[config.mk]
export PLATFORM = sky130hd
export DESIGN_NAME = bram_port_arbiter
export DESIGN_NICKNAME = d
export VERILOG_FILES = /design/src/rtl/kyber_bram_pkg.sv /design/src/rtl/rr_arbiter.sv /design/src/rtl/bram_port_arbiter.sv
export SDC_FILE = /design/constraint.sdc
export NUM_CORES = 1
export LEC_CHECK = 0
export CAP_MARGIN = 20
export CORE_ASPECT_RATIO = 2
export CORE_UTILIZATION = 28
export DETAILED_ROUTE_END_ITERATION = 10
export PLACE_DENSITY = 0.85
export SLEW_MARGIN = 20
export SYNTH_ARGS = -nofsm -noshare
export SYNTH_HDL_FRONTEND = slang
export SYNTH_SLANG_ARGS = --single-unit
[constraint.sdc]
create_clock -name clk -period 4.35 [get_ports clk]
set_clock_uncertainty 0.2 [all_clocks]
set_input_delay 0.87 -clock clk [delete_from_list [all_inputs] [get_ports clk]]
set_output_delay 0.87 -clock clk [all_outputs]
set_load 0.02 [all_outputs]
[src/rtl/kyber_bram_pkg.sv]
// Shared constants and types for the Kyber coefficient BRAM (64 x 12-bit words).
package kyber_bram_pkg;
  localparam int ADDR_W     = 6;
  localparam int DATA_W     = 12;
  localparam int BRAM_DEPTH = 64;
  localparam int Q          = 3329;

  typedef logic [ADDR_W-1:0] bram_addr_t;
  typedef logic [DATA_W-1:0] bram_data_t;
endpackage

[src/rtl/rr_arbiter.sv]
// Round-robin arbiter: combinational one-hot grant from the first valid index at or after ptr.
// ptr moves to winner+1 when advance is high and holds otherwise. Grant is forced to zero while reset is high.
module rr_arbiter #(
  parameter int N = 4,
  localparam int PW = $clog2(N)
) (
  input  logic          clk,
  input  logic          reset,
  input  logic [N-1:0]  valid,
  input  logic          advance,
  output logic [N-1:0]  grant,
  output logic [PW-1:0] ptr
);
  logic [PW:0]   idx;
  logic [PW-1:0] win;
  logic [PW-1:0] nxt;
  logic          found;

  always_comb begin
    grant = '0;
    win   = '0;
    idx   = '0;
    found = 1'b0;
    if (!reset) begin
      for (int i = 0; i < N; i++) begin
        // Scan from ptr with a wrap, so ptr itself has the highest priority.
        idx = {1'b0, ptr} + (PW+1)'(i);
        if (idx >= (PW+1)'(N)) idx = idx - (PW+1)'(N);
        if (!found && valid[idx[PW-1:0]]) begin
          found                 = 1'b1;
          grant[idx[PW-1:0]]    = 1'b1;
          win                   = idx[PW-1:0];
        end
      end
    end
  end

  assign nxt = (win == PW'(N-1)) ? '0 : win + 1'b1;

  always_ff @(posedge clk or posedge reset) begin
    if (reset)        ptr <= '0;
    else if (advance) ptr <= nxt;
  end
endmodule

[src/rtl/bram_port_arbiter.sv]
// Shares one simple-dual-port BRAM among NREQ requesters with independent round-robin read and write grants; responses return 1 cc after the read grant.
// Defining BRAM_ARB_BYPASS_EN forwards same-cycle same-address write data to the read response.
module bram_port_arbiter #(
  parameter int NREQ   = 4,
  parameter int ADDR_W = kyber_bram_pkg::ADDR_W,
  parameter int DATA_W = kyber_bram_pkg::DATA_W
) (
  input  logic                   clk,
  input  logic                   reset,
  input  logic [NREQ-1:0]        rd_valid,
  input  logic [NREQ*ADDR_W-1:0] rd_addr,
  output logic [NREQ-1:0]        rd_ready,
  input  logic [NREQ-1:0]        wr_valid,
  input  logic [NREQ*ADDR_W-1:0] wr_addr,
  input  logic [NREQ*DATA_W-1:0] wr_data,
  output logic [NREQ-1:0]        wr_ready,
  output logic [NREQ-1:0]        rsp_valid,
  output logic [DATA_W-1:0]      rsp_data,
  output logic                   bram_wen,
  output logic [ADDR_W-1:0]      bram_waddr,
  output logic [DATA_W-1:0]      bram_din,
  output logic [ADDR_W-1:0]      bram_raddr,
  input  logic [DATA_W-1:0]      bram_dout
);
  import kyber_bram_pkg::*;

  localparam int PW = $clog2(NREQ);

  logic [NREQ-1:0] rd_grant;
  logic [NREQ-1:0] wr_grant;
  logic [PW-1:0]   rd_ptr;
  logic [PW-1:0]   wr_ptr;

  rr_arbiter #(.N(NREQ)) u_rd_arb (
    .clk     (clk),
    .reset   (reset),
    .valid   (rd_valid),
    .advance (|rd_grant),
    .grant   (rd_grant),
    .ptr     (rd_ptr)
  );

  rr_arbiter #(.N(NREQ)) u_wr_arb (
    .clk     (clk),
    .reset   (reset),
    .valid   (wr_valid),
    .advance (|wr_grant),
    .grant   (wr_grant),
    .ptr     (wr_ptr)
  );

  assign rd_ready = rd_grant;
  assign wr_ready = wr_grant;
  assign bram_wen = (|wr_grant) & ~reset;

  // Grants are one-hot or zero, so an AND-OR mux yields zero when nobody wins.
  always_comb begin
    bram_waddr = '0;
    bram_din   = '0;
    bram_raddr = '0;
    for (int i = 0; i < NREQ; i++) begin
      if (wr_grant[i]) begin
        bram_waddr = bram_waddr | wr_addr[i*ADDR_W +: ADDR_W];
        bram_din   = bram_din   | wr_data[i*DATA_W +: DATA_W];
      end
      if (rd_grant[i]) bram_raddr = bram_raddr | rd_addr[i*ADDR_W +: ADDR_W];
    end
  end

  always_ff @(posedge clk or posedge reset) begin
    if (reset) rsp_valid <= '0;
    else       rsp_valid <= rd_grant;
  end

`ifdef BRAM_ARB_BYPASS_EN
  logic              hit_q;
  logic [DATA_W-1:0] fwd_q;

  // The BRAM returns old data on a same-address collision; remember the new word instead.
  always_ff @(posedge clk or posedge reset) begin
    if (reset) begin
      hit_q <= 1'b0;
      fwd_q <= '0;
    end else begin
      hit_q <= (|wr_grant) & (|rd_grant) & (bram_waddr == bram_raddr);
      fwd_q <= bram_din;
    end
  end

  assign rsp_data = hit_q ? fwd_q : bram_dout;
`else
  assign rsp_data = bram_dout;
`endif

  a_ptr_range: assert property (@(posedge clk) disable iff (reset)
    (int'(rd_ptr) < NREQ) && (int'(wr_ptr) < NREQ));
  a_onehot: assert property (@(posedge clk) disable iff (reset)
    $onehot0(rd_grant) && $onehot0(wr_grant));
endmodule

Word-level counts from Yosys, hierarchy flattened. Cells that the tools add are included.

Word-level logic and storage cells: 184. Flip-flop bits (word level): 8. Input port bits: 118.

Order comparisons: 24. Equal/unequal tests: 2. Bitwise gates (word level): 17. Add/sub/neg operators: 16. Muxes and demuxes: 100. Reduce and logical (&&, ||, !) cells: 22.

Operators by type and width (count): 2-to-1 mux 4 bit (16); 2-to-1 mux 2 bit (28); 2-to-1 mux 12 bit (4); 2-to-1 mux 6 bit (8); OR 12 bit (3); OR 6 bit (6); 2-to-1 mux 1 bit (28); < comparator 2 x 3 -> 1 bit (second input constant) (8); OR 4 bit (6); greater-or-equal comparator 3 bit (second input constant) (6); binary-select mux 1 bit (select 2 bit) (8); demux 1 bit (select 2 bit) (8); greater-or-equal comparator 2 x 1 -> 1 bit (second input constant) (8); subtractor 2 x 1 -> 2 bit (second input constant) (8); logical AND 1 bit (14); adder 2 x 2 -> 3 bit (second input constant) (4); OR reduction 4 bit (2); adder 2 x 1 -> 3 bit (second input constant) (2); greater-or-equal comparator 2 x 3 -> 1 bit (second input constant) (2); logical NOT 1 bit (6); adder 2 x 1 -> 2 bit (second input constant) (2); == test 2 bit (second input constant) (2); bitwise AND 1 bit (1); inverter 1 bit (1).

Depth between registers and ports, before layout.
Word-level depth: 26. Mapped depth: 14.

By module. A second synthesis with hierarchy kept.

Cells, all modules: 237. Area total of the unflattened synthesis: 1824.2 um2.

Modules (own cells, without submodules): bram_port_arbiter (area an instance 715.7 um2, sequential area each 100.1 um2, times used 1, cells each 100); rr_arbiter at u_rd_arb (area an instance 568.0 um2, sequential area each 50.0 um2, times used 1, cells each 71); rr_arbiter at u_wr_arb (area an instance 540.5 um2, sequential area each 50.0 um2, times used 1, cells each 66).

Least setup slack after synthesis. OpenSTA, ideal clock, no wires.

Kind: reg2out. Start: reg u_wr_arb.ptr[0]. End: out bram_din[10]. Setup slack: -404 ps. Arrival: 3684 ps. Cell stages (with the launch flop): 15. Path through: dfrtp_1 clkbuf_1 clkbuf_1 inv_1 ha_1 clkbuf_1 mux4_2 nor2b_1 a221o_1 a22oi_1 nor2_1 clkbuf_1 clkbuf_1 nand2_1 nand2_1.

RTL lines: start: declaration (line rr_arbiter.sv:12) `output logic [PW-1:0] ptr`; start signal: assignment (line rr_arbiter.sv:42) `else if (advance) ptr <= nxt;`; parallel branches: the longest is 17 deep, another holds adder 2 x 1 -> 3 bit; 2-to-1 mux 4 bit (*) (line rr_arbiter.sv:29) `if (!found && valid[idx[PW-1:0]]) begin`; 2-to-1 mux 4 bit (*) (line rr_arbiter.sv:24) `if (!reset) begin`; named net wr_ready[3] (line bram_port_arbiter.sv:16) `output logic [NREQ-1:0] wr_ready,`; 2-to-1 mux 12 bit (*) (line bram_port_arbiter.sv:62) `if (wr_grant[i]) begin`; end: declaration (line bram_port_arbiter.sv:21) `output logic [DATA_W-1:0] bram_din,`.

Mark *: on every way through the listed nets, which the timed path passes. The select of a mux whose other input is x is not followed.

Worst setup path in the final report.
Start: in rd_valid[0]. End: out bram_raddr[2].

Cells in the longest elaborated chain, start to end: 23.

RTL lines: start: declaration (line bram_port_arbiter.sv:10) `input logic [NREQ-1:0] rd_valid,`; binary-select mux 1 bit (select 2 bit) (line rr_arbiter.sv:29); 2-to-1 mux 1 bit (not written as such) (line rr_arbiter.sv:29); 2-to-1 mux 1 bit (line rr_arbiter.sv:29); 2-to-1 mux 1 bit (line rr_arbiter.sv:24); logical NOT 1 bit (line rr_arbiter.sv:29); logical AND 1 bit (line rr_arbiter.sv:29); 2-to-1 mux 1 bit (line rr_arbiter.sv:29); 2-to-1 mux 1 bit (line rr_arbiter.sv:24); [7 not listed]; 2-to-1 mux 4 bit (*) (line rr_arbiter.sv:24); 2-to-1 mux 6 bit (line bram_port_arbiter.sv:66) `if (rd_grant[i]) bram_raddr = bram_raddr | rd_addr[i*ADDR_W +: ADDR_W];`; OR 6 bit (line bram_port_arbiter.sv:66); 2-to-1 mux 6 bit (line bram_port_arbiter.sv:66); OR 6 bit (line bram_port_arbiter.sv:66); 2-to-1 mux 6 bit (line bram_port_arbiter.sv:66); OR 6 bit (line bram_port_arbiter.sv:66); 2-to-1 mux 6 bit (*) (line bram_port_arbiter.sv:66); end: declaration (line bram_port_arbiter.sv:22) `output logic [ADDR_W-1:0] bram_raddr,`.

Mark *: on every way between the ends. The rest lies on a longest branch, timed or not. The select of a mux whose other input is x is not followed.

==> impl_results.md <==
* Status: complete, no violations
* Io pins at 167
* Pre-CTS setup slack at -0.569 ns
* Final Max Slew Viols at 0
* CTS tree: done
* Die Y at 115 µm
* Min-Delay Startpoint: u_wr_arb.ptr[1]$_DFFE_PP0N_
* Sink Count at 8
* Ys flop type: dfrtp_1
* Comb pwr share at 88.0%
* RSZ-0062 raised after global routing: true
* Layout area overhead at 88.9%
* Syn Area/Cell at between 7 and 8 µm²
* Slew HR at between 60% and 70%
* VDD IR-drop max at 0.399 mV
* Fin crit period at 4.26 ns
* Switching Fraction at about half
* Mapped Area at 1790 µm²
* Hold path endpoint: u_wr_arb.ptr[1]$_DFFE_PP0N_
* CTS root buffer: clkbuf_16
* Routed via count at roughly 2500
* Initial cell density of the core at a little under 30%
* # diodes at 0
* Core area at 6110 µm²
* Drt drc at 0
* Port Buffer Count at 142
* Req. time, crit path at ~3.3 ns
* Worst-margin pin slew at 0.468 ns
* DIE AREA at 6730 µm²
* Antenna viol nets, final at 0
* Placed wire-length estimate at 6.32 mm
* Worst hold path depth at 2
* FP Rows at 40
* Most frequent cell after synthesis: nand2_1
* WP buf/inv at 2
* Final setup vio count at 0
* Internal Power at 1.15 mW
* Clk_lat worst skew at 0.23 ns
* Max Clk Rate at between 200 and 250 MHz
* Final Util at 55.3%
* Synthesis Warnings at 0
* Clock buffer count from CTS at 3
* Tot GR Track Use at 23.5%
* Hold Slack at 0.419 ns
* DR WL/cell at 17.4 µm
* Final Hold Viols at 0
* Max Fanout on Critical Path at 7
* Crit path cell chain: dlygate4sd2_1 -> mux4_2 -> nor2b_4 -> a221o_1 -> a32o_2 -> a222oi_1 -> nand2_1 -> clkdlybuf4s15_1
* Seq/Total Area, Yosys at between 10% and 20%
* Initial antenna violation count at 0
* Critical path's top delay family: compound AO/OA/AOI/OAI gates
* NumNets Final at 515
* WS Path Type: input port to output pin
* Arrival @ worst endpoint at between 3 and 4 ns
* EDFF count, synth at 0
* Max-cap violations at 0
* Flop-to-flop setup slack at just under 1 ns
* CP max stage cell: mux4_2
* Leak at 1.59 nW
* Post-synth top area share at 13.4%
* Cell taking the most area after synthesis: a222oi_1
* Hold_buf cts at 0
* Fin crit share at 97.9%
* Overall routed net length at 8.09 mm
* Gp weighted congestion at a little under 0.9
* Vias in the first global route at 2504
* Seq pwr share at under 10%
* Pin count of the biggest net entering global routing at 21
* DR iter-0 viols at 171
* Reg2reg path depth at 9
* Clock transition at the registers of the reported paths at 0.04 ns
* Die Width at 58.5 µm
* Clock power share at 6.7%
* Max Buffers Root-to-Sink at 2
* Cell area after layout at 3380 µm²
* PwrDens at about 700 nW/µm²
* Reg2reg end: u_rd_arb.ptr[0]$_DFFE_PP0P_
* TritonRoute pass-1 iters at 8
* Mapped Nets at approximately 360
* Setup slack after layout at 0.0896 ns
* DP Area at 3380 µm²
* Endpoint type of the worst setup path: output pin
* Vias/cell at 5.40
* Top cells by area, synth: a222oi_1 (13%), nand2_1 (11%), dfrtp_1 (11%)
* CP Launch Type: input port
* Psw at 1.17 mW
* Total grt overflow at 0
* CTS H-tree lvls at 1
* CP peak stage delay at 0.52 ns
* Cell count after synthesis at around 230
* Worst Hold Class: flip-flop to flip-flop
* Layout cells sized above 1 at roughly a fifth
* Top post-synthesis cells by count: nand2_1 (54), a222oi_1 (24), ha_1 (14)
* First-pass GRT wire length at between 10 and 15 mm
* Share of flip-flops with an asynchronous set or reset at 100%
* Yosys reg bits at 8
* Yosys cell types at 40
* Worst reg2reg startpoint: u_rd_arb.ptr[1]$_DFFE_PP0P_
## placed cells by master (no fill, tap or decap), types with 5 or more instances in the layout
| cell type | synthesis | routed |
|---|---|---|
| clkdlybuf4s50_1 | 0 | 105 |
| a221o_1 | 5 | 5 |
| nor2b_1 | 6 | 6 |
| a222oi_1 | 24 | 24 |
| dlygate4sd2_1 | 0 | 9 |
| nand2b_1 | 5 | 5 |
| dfrtp_1 | 8 | 8 |
| buf_4 | 12 | 36 |
| mux4_2 | 6 | 6 |
| nand2_1 | 54 | 54 |
| ha_1 | 14 | 14 |
| clkbuf_2 | 1 | 21 |
| inv_1 | 9 | 9 |
| mux2i_1 | 8 | 8 |
| a21oi_1 | 6 | 6 |
| o21ai_0 | 7 | 7 |
| nor2_1 | 10 | 9 |
## worst reg2reg max path, stage by stage, from the launching register on
cell and delay [ns]:
dfrtp_1 0.34, inv_1 0.10, ha_1 0.35, mux4_2 0.59, a221o_1 0.41, a32o_1 0.33, buf_4 0.15, buf_4 0.11
or4_4 0.53, mux2i_1 0.13
## logic make-up (layout without fill, tap and decap cells)
logic type	Yosys count	in the layout	share of synthesized area, %
adders and majority gates	14	14	9.79
DFF	8	8	11.2
and+or+nand+nor	86	86	22.6
muxes	15	15	12.7
buffers and inverters	43	191	12.9
xor gates and xnor gates	2	2	0.979
AOI/OAI and AO/OA	64	65	29.9
## power by group through the flow
stage | Clock, mW | Combinational [mW] | Sequential [mW]
after detailed placement | 0 | 2.15 | 0.124
after global placement | 0 | 2.10 | 0.123
after global routing | 0.164 | 2.20 | 0.128
after floorplan | 0 | 1.25 | 0.162
final | 0.155 | 2.05 | 0.123
after CTS | 0.158 | 2.09 | 0.124
## registers in the layout (all words and copies together) (netlist names)
register,flops
u_rd_arb.ptr,2
u_wr_arb.ptr,2
rsp_valid,4
## per-layer routing
metal	part of all wire, %	vias to the layer above	track usage (%)
met2	52	121	43.8
met3	10	22	8.44
met5	0	-	0
li1	-	1181	-
met1	34	1185	21.6
met4	3.5	0	11.9
## repair_timing
action,in CTS,in global routing
pin swaps,5,7
resized for setup,59,39
endpoints found under the setup margin,33,27
cloned,1,0
setup buffers,3,1
## layout make-up
cell class / instances / area [µm²]
Clock buffer: 3 / 75.1
Fill cell: 581 / 2730
Inverter: 9 / 33.8
Multi-Input combinational cell: 182 / 1390
Sequential cell: 8 / 200
Tap cell: 84 / 105
Timing Repair Buffer: 179 / 1580
## per-stage QoR
| stage | power (mW) | TNS (ns) | cells |
|---|---|---|---|
| 2_1_floorplan | 1.41 | 0 | 232 |
| 3_3_place_gp | 2.22 | -10.34 | 457 |
| 3_5_place_dp | 2.27 | -13.47 | 457 |
| 4_1_cts | 2.37 | 0 | 464 |
| 5_1_grt | 2.50 | -0.00694 | 465 |
| 6_report | 2.33 | 0 | 465 |
## worst max-delay path by stage
stage                                     start       endpoint  slack, ns  cells past startpoint
global route                        wr_valid[1]    bram_din[0]     -0.007                     10
floorplan           u_wr_arb.ptr[0]$_DFFE_PP0N_   bram_din[10]      0.003                     13
CTS                                 wr_valid[2]    bram_din[2]      0.004                     10
global placement                    wr_valid[2]       bram_wen      -0.45                     10
detailed placement                  wr_valid[2]       bram_wen      -0.57                     10
finish                              rd_valid[0]  bram_raddr[2]       0.09                      8
(Power assumes the default switching activity.)
